File: src/rtl/cpu_pkg.sv
// Shared CPU definitions used by the iterative divider.
// Contents: divider op codes, divider FSM state encoding, iteration count,
// special-case result constants and a conditional two's-complement helper.
package cpu_pkg;

  localparam int unsigned DIV_XLEN  = 32;
  localparam int unsigned DIV_ITERS = 32;
  localparam int unsigned DIV_CNT_W = $clog2(DIV_ITERS);

  localparam logic [DIV_XLEN-1:0] DIV_ALL_ONES = 32'hFFFF_FFFF;
  localparam logic [DIV_XLEN-1:0] DIV_INT_MIN  = 32'h8000_0000;

  // funct3[1:0] of the RV32M divide group
  typedef enum logic [1:0] {
    OP_DIV  = 2'b00,
    OP_DIVU = 2'b01,
    OP_REM  = 2'b10,
    OP_REMU = 2'b11
  } div_op_e;

  typedef enum logic [1:0] {
    S_IDLE   = 2'b00,
    S_CALC   = 2'b01,
    S_FINISH = 2'b10
  } div_state_e;

  // Two's-complement negate when en is set, pass-through otherwise
  function automatic logic [DIV_XLEN-1:0] cond_neg(input logic [DIV_XLEN-1:0] x,
                                                    input logic                en);
    return en ? (~x + DIV_XLEN'(1)) : x;
  endfunction

endpackage

File: src/rtl/div_step.sv
// One restoring shift-subtract iteration (purely combinational).
// Ports:
//   rem_i     - partial remainder entering this iteration
//   dvd_msb_i - dividend bit shifted into the remainder
//   dvs_i     - divisor magnitude
//   rem_o     - partial remainder leaving this iteration
//   q_bit_o   - quotient bit produced by this iteration
module div_step
  import cpu_pkg::*;
#(
  parameter int unsigned W = DIV_XLEN
) (
  input  logic [W-1:0] rem_i,
  input  logic         dvd_msb_i,
  input  logic [W-1:0] dvs_i,
  output logic [W-1:0] rem_o,
  output logic         q_bit_o
);

  logic [W:0] trial;
  logic [W:0] diff;

  // rem_i < divisor, so the W+1 bit trial never overflows and diff[W]
  // is set exactly when the subtraction would go negative.
  always_comb begin
    trial   = {rem_i, dvd_msb_i};
    diff    = trial - {1'b0, dvs_i};
    q_bit_o = ~diff[W];
    rem_o   = q_bit_o ? diff[W-1:0] : trial[W-1:0];
  end

endmodule

File: src/rtl/div_unit.sv
// Iterative RV32M divider (DIV/DIVU/REM/REMU), 32 restoring iterations on
// operand magnitudes followed by a sign fix-up cycle.
// Ports:
//   clk, rst_n   - clock, asynchronous active-low reset
//   start, flush - request a division / abort the one in flight
//   op           - funct3[1:0]: DIV, DIVU, REM, REMU
//   rs1_data     - dividend, rs2_data - divisor, rd_in - destination tag
//   busy         - operation in flight (through the result_valid cycle)
//   result_valid - one-cycle pulse when result/rd_out are new
//   result       - quotient or remainder, rd_out - its tag
// Build option DIV_EARLY_OUT_EN: divide-by-zero, signed overflow and a zero
// dividend skip the iterations and complete with a latency of 1.
module div_unit
  import cpu_pkg::*;
#(
  parameter int unsigned XLEN = DIV_XLEN
) (
  input  logic            clk,
  input  logic            rst_n,
  input  logic            start,
  input  logic            flush,
  input  logic [1:0]      op,
  input  logic [XLEN-1:0] rs1_data,
  input  logic [XLEN-1:0] rs2_data,
  input  logic [4:0]      rd_in,
  output logic            busy,
  output logic            result_valid,
  output logic [XLEN-1:0] result,
  output logic [4:0]      rd_out
);

  div_state_e           state_q, state_d;
  logic [DIV_CNT_W-1:0] cnt_q, cnt_d;
  logic [XLEN-1:0]      dq_q, dq_d;    // dividend shifting out, quotient shifting in
  logic [XLEN-1:0]      rem_q, rem_d;
  logic [XLEN-1:0]      dvs_q, dvs_d;
  logic                 q_neg_q, q_neg_d;
  logic                 r_neg_q, r_neg_d;
  logic                 rem_sel_q, rem_sel_d;
  logic                 dz_q, dz_d;
  logic                 ovf_q, ovf_d;
  logic [4:0]           rd_q, rd_d;
  logic                 busy_q, busy_d;
  logic                 valid_q, valid_d;
  logic [XLEN-1:0]      result_q, result_d;
  logic [4:0]           rd_out_q, rd_out_d;

  div_op_e              op_e;
  logic                 signed_op;
  logic [XLEN-1:0]      a_mag, b_mag;
  logic                 dz_c, ovf_c;
  logic [XLEN-1:0]      step_rem;
  logic                 step_q_bit;
  logic [XLEN-1:0]      q_res, r_res;

  // Operand decode: magnitudes and special-case detection at accept time
  always_comb begin
    op_e      = div_op_e'(op);
    signed_op = (op_e == OP_DIV) || (op_e == OP_REM);
    a_mag     = cond_neg(rs1_data, signed_op && rs1_data[XLEN-1]);
    b_mag     = cond_neg(rs2_data, signed_op && rs2_data[XLEN-1]);
    dz_c      = (rs2_data == '0);
    ovf_c     = signed_op && (rs1_data == DIV_INT_MIN) && (rs2_data == DIV_ALL_ONES);
  end

  div_step #(.W(XLEN)) u_step (
    .rem_i     (rem_q),
    .dvd_msb_i (dq_q[XLEN-1]),
    .dvs_i     (dvs_q),
    .rem_o     (step_rem),
    .q_bit_o   (step_q_bit)
  );

  // Final result selection; special cases override the iterated values
  always_comb begin
    q_res = dz_q  ? DIV_ALL_ONES :
            ovf_q ? DIV_INT_MIN  : cond_neg(dq_q, q_neg_q);
    r_res = ovf_q ? '0 : cond_neg(rem_q, r_neg_q);
  end

  // Next-state and datapath
  always_comb begin
    state_d   = state_q;
    cnt_d     = cnt_q;
    dq_d      = dq_q;
    rem_d     = rem_q;
    dvs_d     = dvs_q;
    q_neg_d   = q_neg_q;
    r_neg_d   = r_neg_q;
    rem_sel_d = rem_sel_q;
    dz_d      = dz_q;
    ovf_d     = ovf_q;
    rd_d      = rd_q;
    busy_d    = 1'b0;
    valid_d   = 1'b0;
    result_d  = result_q;
    rd_out_d  = rd_out_q;

    unique case (state_q)
      S_IDLE: begin
        if (start) begin
          state_d   = S_CALC;
          busy_d    = 1'b1;
          cnt_d     = '0;
          dq_d      = a_mag;
          rem_d     = '0;
          dvs_d     = b_mag;
          q_neg_d   = signed_op && (rs1_data[XLEN-1] ^ rs2_data[XLEN-1]);
          r_neg_d   = signed_op && rs1_data[XLEN-1];
          rem_sel_d = op[1];
          dz_d      = dz_c;
          ovf_d     = ovf_c;
          rd_d      = rd_in;
`ifdef DIV_EARLY_OUT_EN
          // Remainder of x/0 is x itself; preload it since no iteration runs
          if (dz_c || ovf_c || (rs1_data == '0)) begin
            state_d = S_FINISH;
            rem_d   = dz_c ? a_mag : '0;
          end
`endif
        end
      end
      S_CALC: begin
        busy_d = 1'b1;
        dq_d   = {dq_q[XLEN-2:0], step_q_bit};
        rem_d  = step_rem;
        cnt_d  = cnt_q + DIV_CNT_W'(1);
        if (cnt_q == DIV_CNT_W'(DIV_ITERS - 1)) begin
          state_d = S_FINISH;
        end
      end
      S_FINISH: begin
        busy_d   = 1'b1;
        valid_d  = 1'b1;
        result_d = rem_sel_q ? r_res : q_res;
        rd_out_d = rd_q;
        state_d  = S_IDLE;
      end
      default: state_d = S_IDLE;
    endcase

    // Flush beats everything, including a same-cycle start
    if (flush) begin
      state_d  = S_IDLE;
      busy_d   = 1'b0;
      valid_d  = 1'b0;
      result_d = result_q;
      rd_out_d = rd_out_q;
    end
  end

  // State and datapath registers
  always_ff @(posedge clk or negedge rst_n) begin
    if (!rst_n) begin
      state_q   <= S_IDLE;
      cnt_q     <= '0;
      dq_q      <= '0;
      rem_q     <= '0;
      dvs_q     <= '0;
      q_neg_q   <= 1'b0;
      r_neg_q   <= 1'b0;
      rem_sel_q <= 1'b0;
      dz_q      <= 1'b0;
      ovf_q     <= 1'b0;
      rd_q      <= '0;
      busy_q    <= 1'b0;
      valid_q   <= 1'b0;
      result_q  <= '0;
      rd_out_q  <= '0;
    end else begin
      state_q   <= state_d;
      cnt_q     <= cnt_d;
      dq_q      <= dq_d;
      rem_q     <= rem_d;
      dvs_q     <= dvs_d;
      q_neg_q   <= q_neg_d;
      r_neg_q   <= r_neg_d;
      rem_sel_q <= rem_sel_d;
      dz_q      <= dz_d;
      ovf_q     <= ovf_d;
      rd_q      <= rd_d;
      busy_q    <= busy_d;
      valid_q   <= valid_d;
      result_q  <= result_d;
      rd_out_q  <= rd_out_d;
    end
  end

  assign busy         = busy_q;
  assign result_valid = valid_q;
  assign result       = result_q;
  assign rd_out       = rd_out_q;

endmodule

File: config.mk
export PLATFORM = sky130hd
export DESIGN_NAME = div_unit
export DESIGN_NICKNAME = d
export VERILOG_FILES = /design/src/rtl/cpu_pkg.sv /design/src/rtl/div_step.sv /design/src/rtl/div_unit.sv
export SDC_FILE = /design/constraint.sdc
export NUM_CORES = 1
export LEC_CHECK = 0
export CORE_MARGIN = 2
export CORE_UTILIZATION = 35
export DETAILED_ROUTE_END_ITERATION = 8
export SKIP_LAST_GASP = 1
export SLEW_MARGIN = 20
export SYNTH_ARGS = -nofsm -noshare
export SYNTH_HDL_FRONTEND = slang
export SYNTH_HIERARCHICAL = 1
export SYNTH_SLANG_ARGS = --single-unit
export TNS_END_PERCENT = 10
File: constraint.sdc
create_clock -name clk -period 6.6 [get_ports clk]
set_input_delay 0.66 -clock clk [delete_from_list [all_inputs] [get_ports clk]]
set_output_delay 0.66 -clock clk [all_outputs]
set_load 0.01 [all_outputs]
After elaboration in Yosys (flattened, before gate mapping)
Cells that the tools add are included.
{"block": "word_totals", "output_inout_bits": 39, "romBits": 0, "latchBits": 0, "reg_bits": 152, "mem_count": 0, "ram_bits": 0}
{"block": "classes", "reduce_logical": 15, "shifts": 0, "mul": 0, "eq_ne": 9, "mux": 24, "n_lt_le_gt_ge": 0, "addsub": 6, "div": 0, "n_bitwise": 7}
{"operator": "2-to-1 mux 32 bit", "count": 11}
{"operator": "adder 32 x 1 -> 32 bit (second input constant)", "count": 4}
{"operator": "inverter 32 bit", "count": 4}
{"operator": "one-hot mux 32 bit (2 select lines)", "count": 2}
{"operator": "== test 32 bit (second input constant)", "count": 2}
{"operator": "subtractor 33 x 32 -> 33 bit", "count": 1}
{"operator": "zero test 32 bit", "count": 1}
{"operator": "one-hot mux 5 bit (2 select lines)", "count": 1}
{"operator": "AND reduction 2 bit", "count": 4}
{"operator": "2-to-1 mux 2 bit", "count": 3}
{"operator": "inequality test 3 bit (second input constant)", "count": 2}
{"operator": "adder 5 x 1 -> 5 bit (second input constant)", "count": 1}
{"operator": "== test 5 bit (second input constant)", "count": 1}
{"operator": "logical AND 1 bit", "count": 5}
{"operator": "2-to-1 mux 5 bit", "count": 1}
{"operator": "== test 2 bit (second input constant)", "count": 2}
{"operator": "zero test 2 bit", "count": 2}
{"operator": "2-to-1 mux 1 bit", "count": 4}
{"operator": "one-hot mux 2 bit (2 select lines)", "count": 1}
{"operator": "== test 2 x 1 -> 1 bit (second input constant)", "count": 1}
{"operator": "inequality test 2 bit (second input constant)", "count": 1}
{"operator": "inverter 1 bit", "count": 2}
{"operator": "one-hot mux 1 bit (2 select lines)", "count": 1}
{"operator": "nonzero test 2 bit", "count": 1}
{"operator": "other kinds (3)", "count": 3}

Logic depth before layout (Yosys ltp)
{"block": "depth", "ltp_word": 6, "depth_mapped": 15}

By module
Netlist, hierarchy kept.
{"module": "div_unit", "area_each_um2": 9206.3, "cells_per_inst": 1000, "n_inst": 1}
{"module": "div_step", "area_each_um2": 2255.9, "cells_per_inst": 311, "n_inst": 1}

Least setup slack after synthesis
No wires, ideal clock.
{"block": "synth_timing", "kind": "reg-to-reg", "from": "register dq_q[31]", "to": "register rem_q[13]", "t_arrival_ps": 3110, "n_path_buf": 1, "t_required_ps": 6479, "stages_incl_launch_ff": 16, "slack_ps": 3369, "setup_ps": 121, "path_cell_list": "dfrtp_1 -> inv_1 -> ha_1 -> fa_1 -> and2b_1 -> o2111ai_1 -> a21oi_2 -> o2111ai_1 -> a211oi_2 -> nor2_2 -> mux2i_1 -> and2_4 -> inv_2 -> buf_6 -> mux2_4 -> a22o_1"}
{"block": "synth_via", "elab_chain_cells": 3}
{"item": "from (decl)", "line_no": "div_unit.sv:34", "source": "logic [XLEN-1:0] dq_q, dq_d;"}
{"item": "from (signal assigned)", "line_no": "div_unit.sv:173", "source": "dq_q <= dq_d;"}
{"item": "subtractor 33 x 32 -> 33 bit", "line_no": "div_step.sv:27", "source": "diff = trial - {1'b0, dvs_i};"}
{"item": "2-to-1 mux 32 bit", "line_no": "div_step.sv:29", "source": "rem_o = q_bit_o ? diff[W-1:0] : trial[W-1:0];"}
{"item": "named net step_rem[13]", "line_no": "div_unit.sv:52", "source": "logic [XLEN-1:0] step_rem;"}
{"item": "one-hot mux 32 bit (2 select lines)", "line_no": "div_unit.sv:99", "source": "unique case (state_q)"}
{"item": "to (signal assigned)", "line_no": "div_unit.sv:174", "source": "rem_q <= rem_d;"}
{"item": "to (decl)", "line_no": "div_unit.sv:35", "source": "logic [XLEN-1:0] rem_q, rem_d;"}
The timed path passes the listed nets, and every way through them passes these cells.
A chain may end at the register's enable or synchronous reset.

Worst setup path in the final report
{"block": "layout_timing", "from": "register dq_q[31]", "to": "register rem_q[3]"}
The elaborated chain is that of the path after synthesis.

==> out/metrics.csv <==
metric;value;unit
hold_violations;0;
relSlewSlack;0.294;
clock.fmax;248;MHz
worstMarginPinSlew;1.06;ns
setup_tns;0;ns
final.setup.worst_slack;2.57;ns
antenna_found_initial;0;
utilization;0.417;
async_flop_share;1.00;
regToRegStartpoint;dq_q[31]$_DFFE_PN0P_;
crit_chain;inv_1, ha_1, fa_1, and2b_1, o2111ai_1, a21oi_2, o2111ai_1, a211oi_2, nor2_2, mux2i_1, buf_4, and2_4, inv_2, mux2_1, a22o_1;
firstDrtPassIters;8;
die_area;34200;sq um
cap_viol_max_count;0;
run_status;completed;
ir_worst_vdd;0.161;mV
placed_cell_area;12900;sq um
die_w;185;microns
start_util;0.354;
netlist_area;11500;sq um
drive_gt1_frac;0.0828;
end_kind;flip-flop;
min_period;4.03;ns
wl_met1;16300;microns
post_cts_resized;0;
cp-start-kind;flip-flop;
synth_edf_count;0;
path_max_fanout;22;
cts_root_buf;clkbuf_16;
p_leak;0.00564;uW
clk_path_buf_depth;2;
slowest_stage;inv_2;
antenna_left;0;
routabilityCongestion;0.940;
ios;114;
cts_tree;built;
yosysTopAreaCell;dfrtp_1;
required;6.92;ns
ys_ff_latch;152;
cp_common_cell;o2111ai_1;
core;32400;sq um
cts_hold_buf;0;
clock_latency;0.44;ns
place_ws;2.61;ns
fillers;3321;
syn_nets;1431;
clock_sinks;152;
drc;0;
setup_viol;0;
post-synth-top-count-cell;dfrtp_1;
finalPower;3660;uW
track_usage;0.198;
drtIter0Drc;812;
grt_pass1_wl;53400;microns
hpwlAfterDp;25700;microns
die_h;185;microns
crit_type;reg -> reg;
ys.flop_type;dfrtp_1;
synth.avg_cell_area;8.74;sq um
final_area;13500;sq um
crit_path_start;dq_q[31]$_DFFE_PN0P_;
via_count;10196;
grt_setup_unrepaired;false;
ys_top_cells_by_count;152 x dfrtp_1, 111 x o21ai_0, 110 x nand2_1, 98 x nor2_1, 82 x xnor2_1;
yosysTopAreaCellShare;0.332;
synthTopCellsByArea;dfrtp_1 33%, xnor2_1 6.3%, o21ai_0 4.8%;
vias_per_cell;5.57;
cts_made_buffers;17;
grt_pass1_vias;9431;
cts_setup_buffers;0;
clkTransAtPathRegs;0.08;ns
synthCells;1311;
final-max-slew-violation-count;0;
diodes;0;
p_per_area;271;nW/um^2
min_path_type;in -> async;
met2_length;14600;microns
areaGrowthSynthToFinish;17.9;%
skew;0.0199;ns
placementRows;66;
fin_crit_sh;0.610;
yosys_warnings;6;
slowest_delay;0.50;ns
io_buffers;113;
gr-total-overflow;0;
fin_nets;1496;
ys_seq_area_frac;0.332;
top_layer;met4;
avgRoutedWirePerCell;18.2;microns
ys_types;83;
critical_path_arrival;4.35;ns
wirelength;33400;microns
route.met3.wl;1750;microns
cts_max_level;4;
grt_max_degree;81;
worst paths after layout:
check	endpoint	slack, ns	depth (start not counted)
max reg2reg	rem_q[3]$_DFFE_PN0P_	2.57	15
min reg2reg	rd_out[3]$_DFFE_PN0P_	0.47	2
min	busy$_DFF_PN0_	0.23	1
max	rem_q[3]$_DFFE_PN0P_	2.57	15
max in group asynchronous	result[22]$_DFFE_PN0P_	5.15	2
min in group clk	rd_out[3]$_DFFE_PN0P_	0.47	2
logic make-up (layout without fill, tap and decap cells):
family / after synthesis / after routing / synth area share
AOI/OAI and AO/OA: 411 / 411 / 0.248
DFF: 152 / 152 / 0.332
buffers and inverters: 131 / 209 / 0.0458
muxes: 35 / 35 / 0.0397
and+or+nand+nor: 395 / 395 / 0.177
adders and majority gates: 45 / 45 / 0.0498
xor gates and xnor gates: 142 / 142 / 0.109
critical path, delay by kind of cell (launching register included):
family,cells,cell delay [ns]
compound gates,5,1.10
simple gates,3,0.52
mux,2,0.52
flops,1,0.40
buf+inv,3,0.74
fa+ha+maj,2,0.62
flip-flops by register name, indices dropped and copies added, names as in the netlist:
register / cells
result_valid: 1
dz_q: 1
rem_sel_q: 1
busy: 1
rd_q: 5
state_q: 2
rd_out: 5
rem_q: 32
cnt_q: 5
r_neg_q: 1
q_neg_q: 1
dvs_q: 32
dq_q: 32
result: 32
ovf_q: 1
per-layer routing:
metal	track usage	vias to the layer above
met5	0	-
met4	0.0584	0
met3	0.0275	40
met2	0.298	330
met1	0.294	4897
li1	-	4929
where the power goes:
part	internal (uW)	switching, uW
clock network	538	458
logic	550	825
registers	1070	215
metrics by stage:
stage | instances | hold slack, ns
floorplan | 1311 | 0.364
global placement | 1799 | 0.451
detailed placement | 1799 | 0.460
CTS | 1831 | 0.275
global route | 1831 | 0.301
finish | 1831 | 0.235
layout make-up:
cell class	count	area, sq um	share of cell area
Clock buffer	18	429	0.0318
Inverter	54	203	0.0150
Multi-Input combinational cell	1028	7150	0.529
Timing Repair Buffer	123	1210	0.0896
Tap cell	442	553	0.0409
Sequential cell	152	3800	0.282
Clock inverter	14	165	0.0122
cells in the final DEF (no fill, tap or decap), types with 7 or more instances in the layout:
cell type / instances
o21ai_0: 111
a22o_1: 34
o41ai_1: 17
or4_1: 11
o21a_1: 10
nor3_1: 23
buf_4: 9
nor4_1: 10
o211ai_1: 7
inv_1: 51
nand2_1: 109
o31ai_1: 27
dfrtp_1: 152
o21ai_1: 18
mux2_4: 19
mux2i_1: 8
nor2_1: 98
clkbuf_16: 17
ha_1: 44
a31oi_1: 15
and3_1: 11
clkdlybuf4s50_1: 112
nand3_1: 21
nand2b_1: 12
a221oi_1: 9
a21o_1: 18
nor2b_1: 8
a21oi_1: 75
or3_1: 26
xnor2_1: 82
xor2_1: 60
o22ai_1: 9
nand4_1: 19
Power figures use the tool's default switching activity.
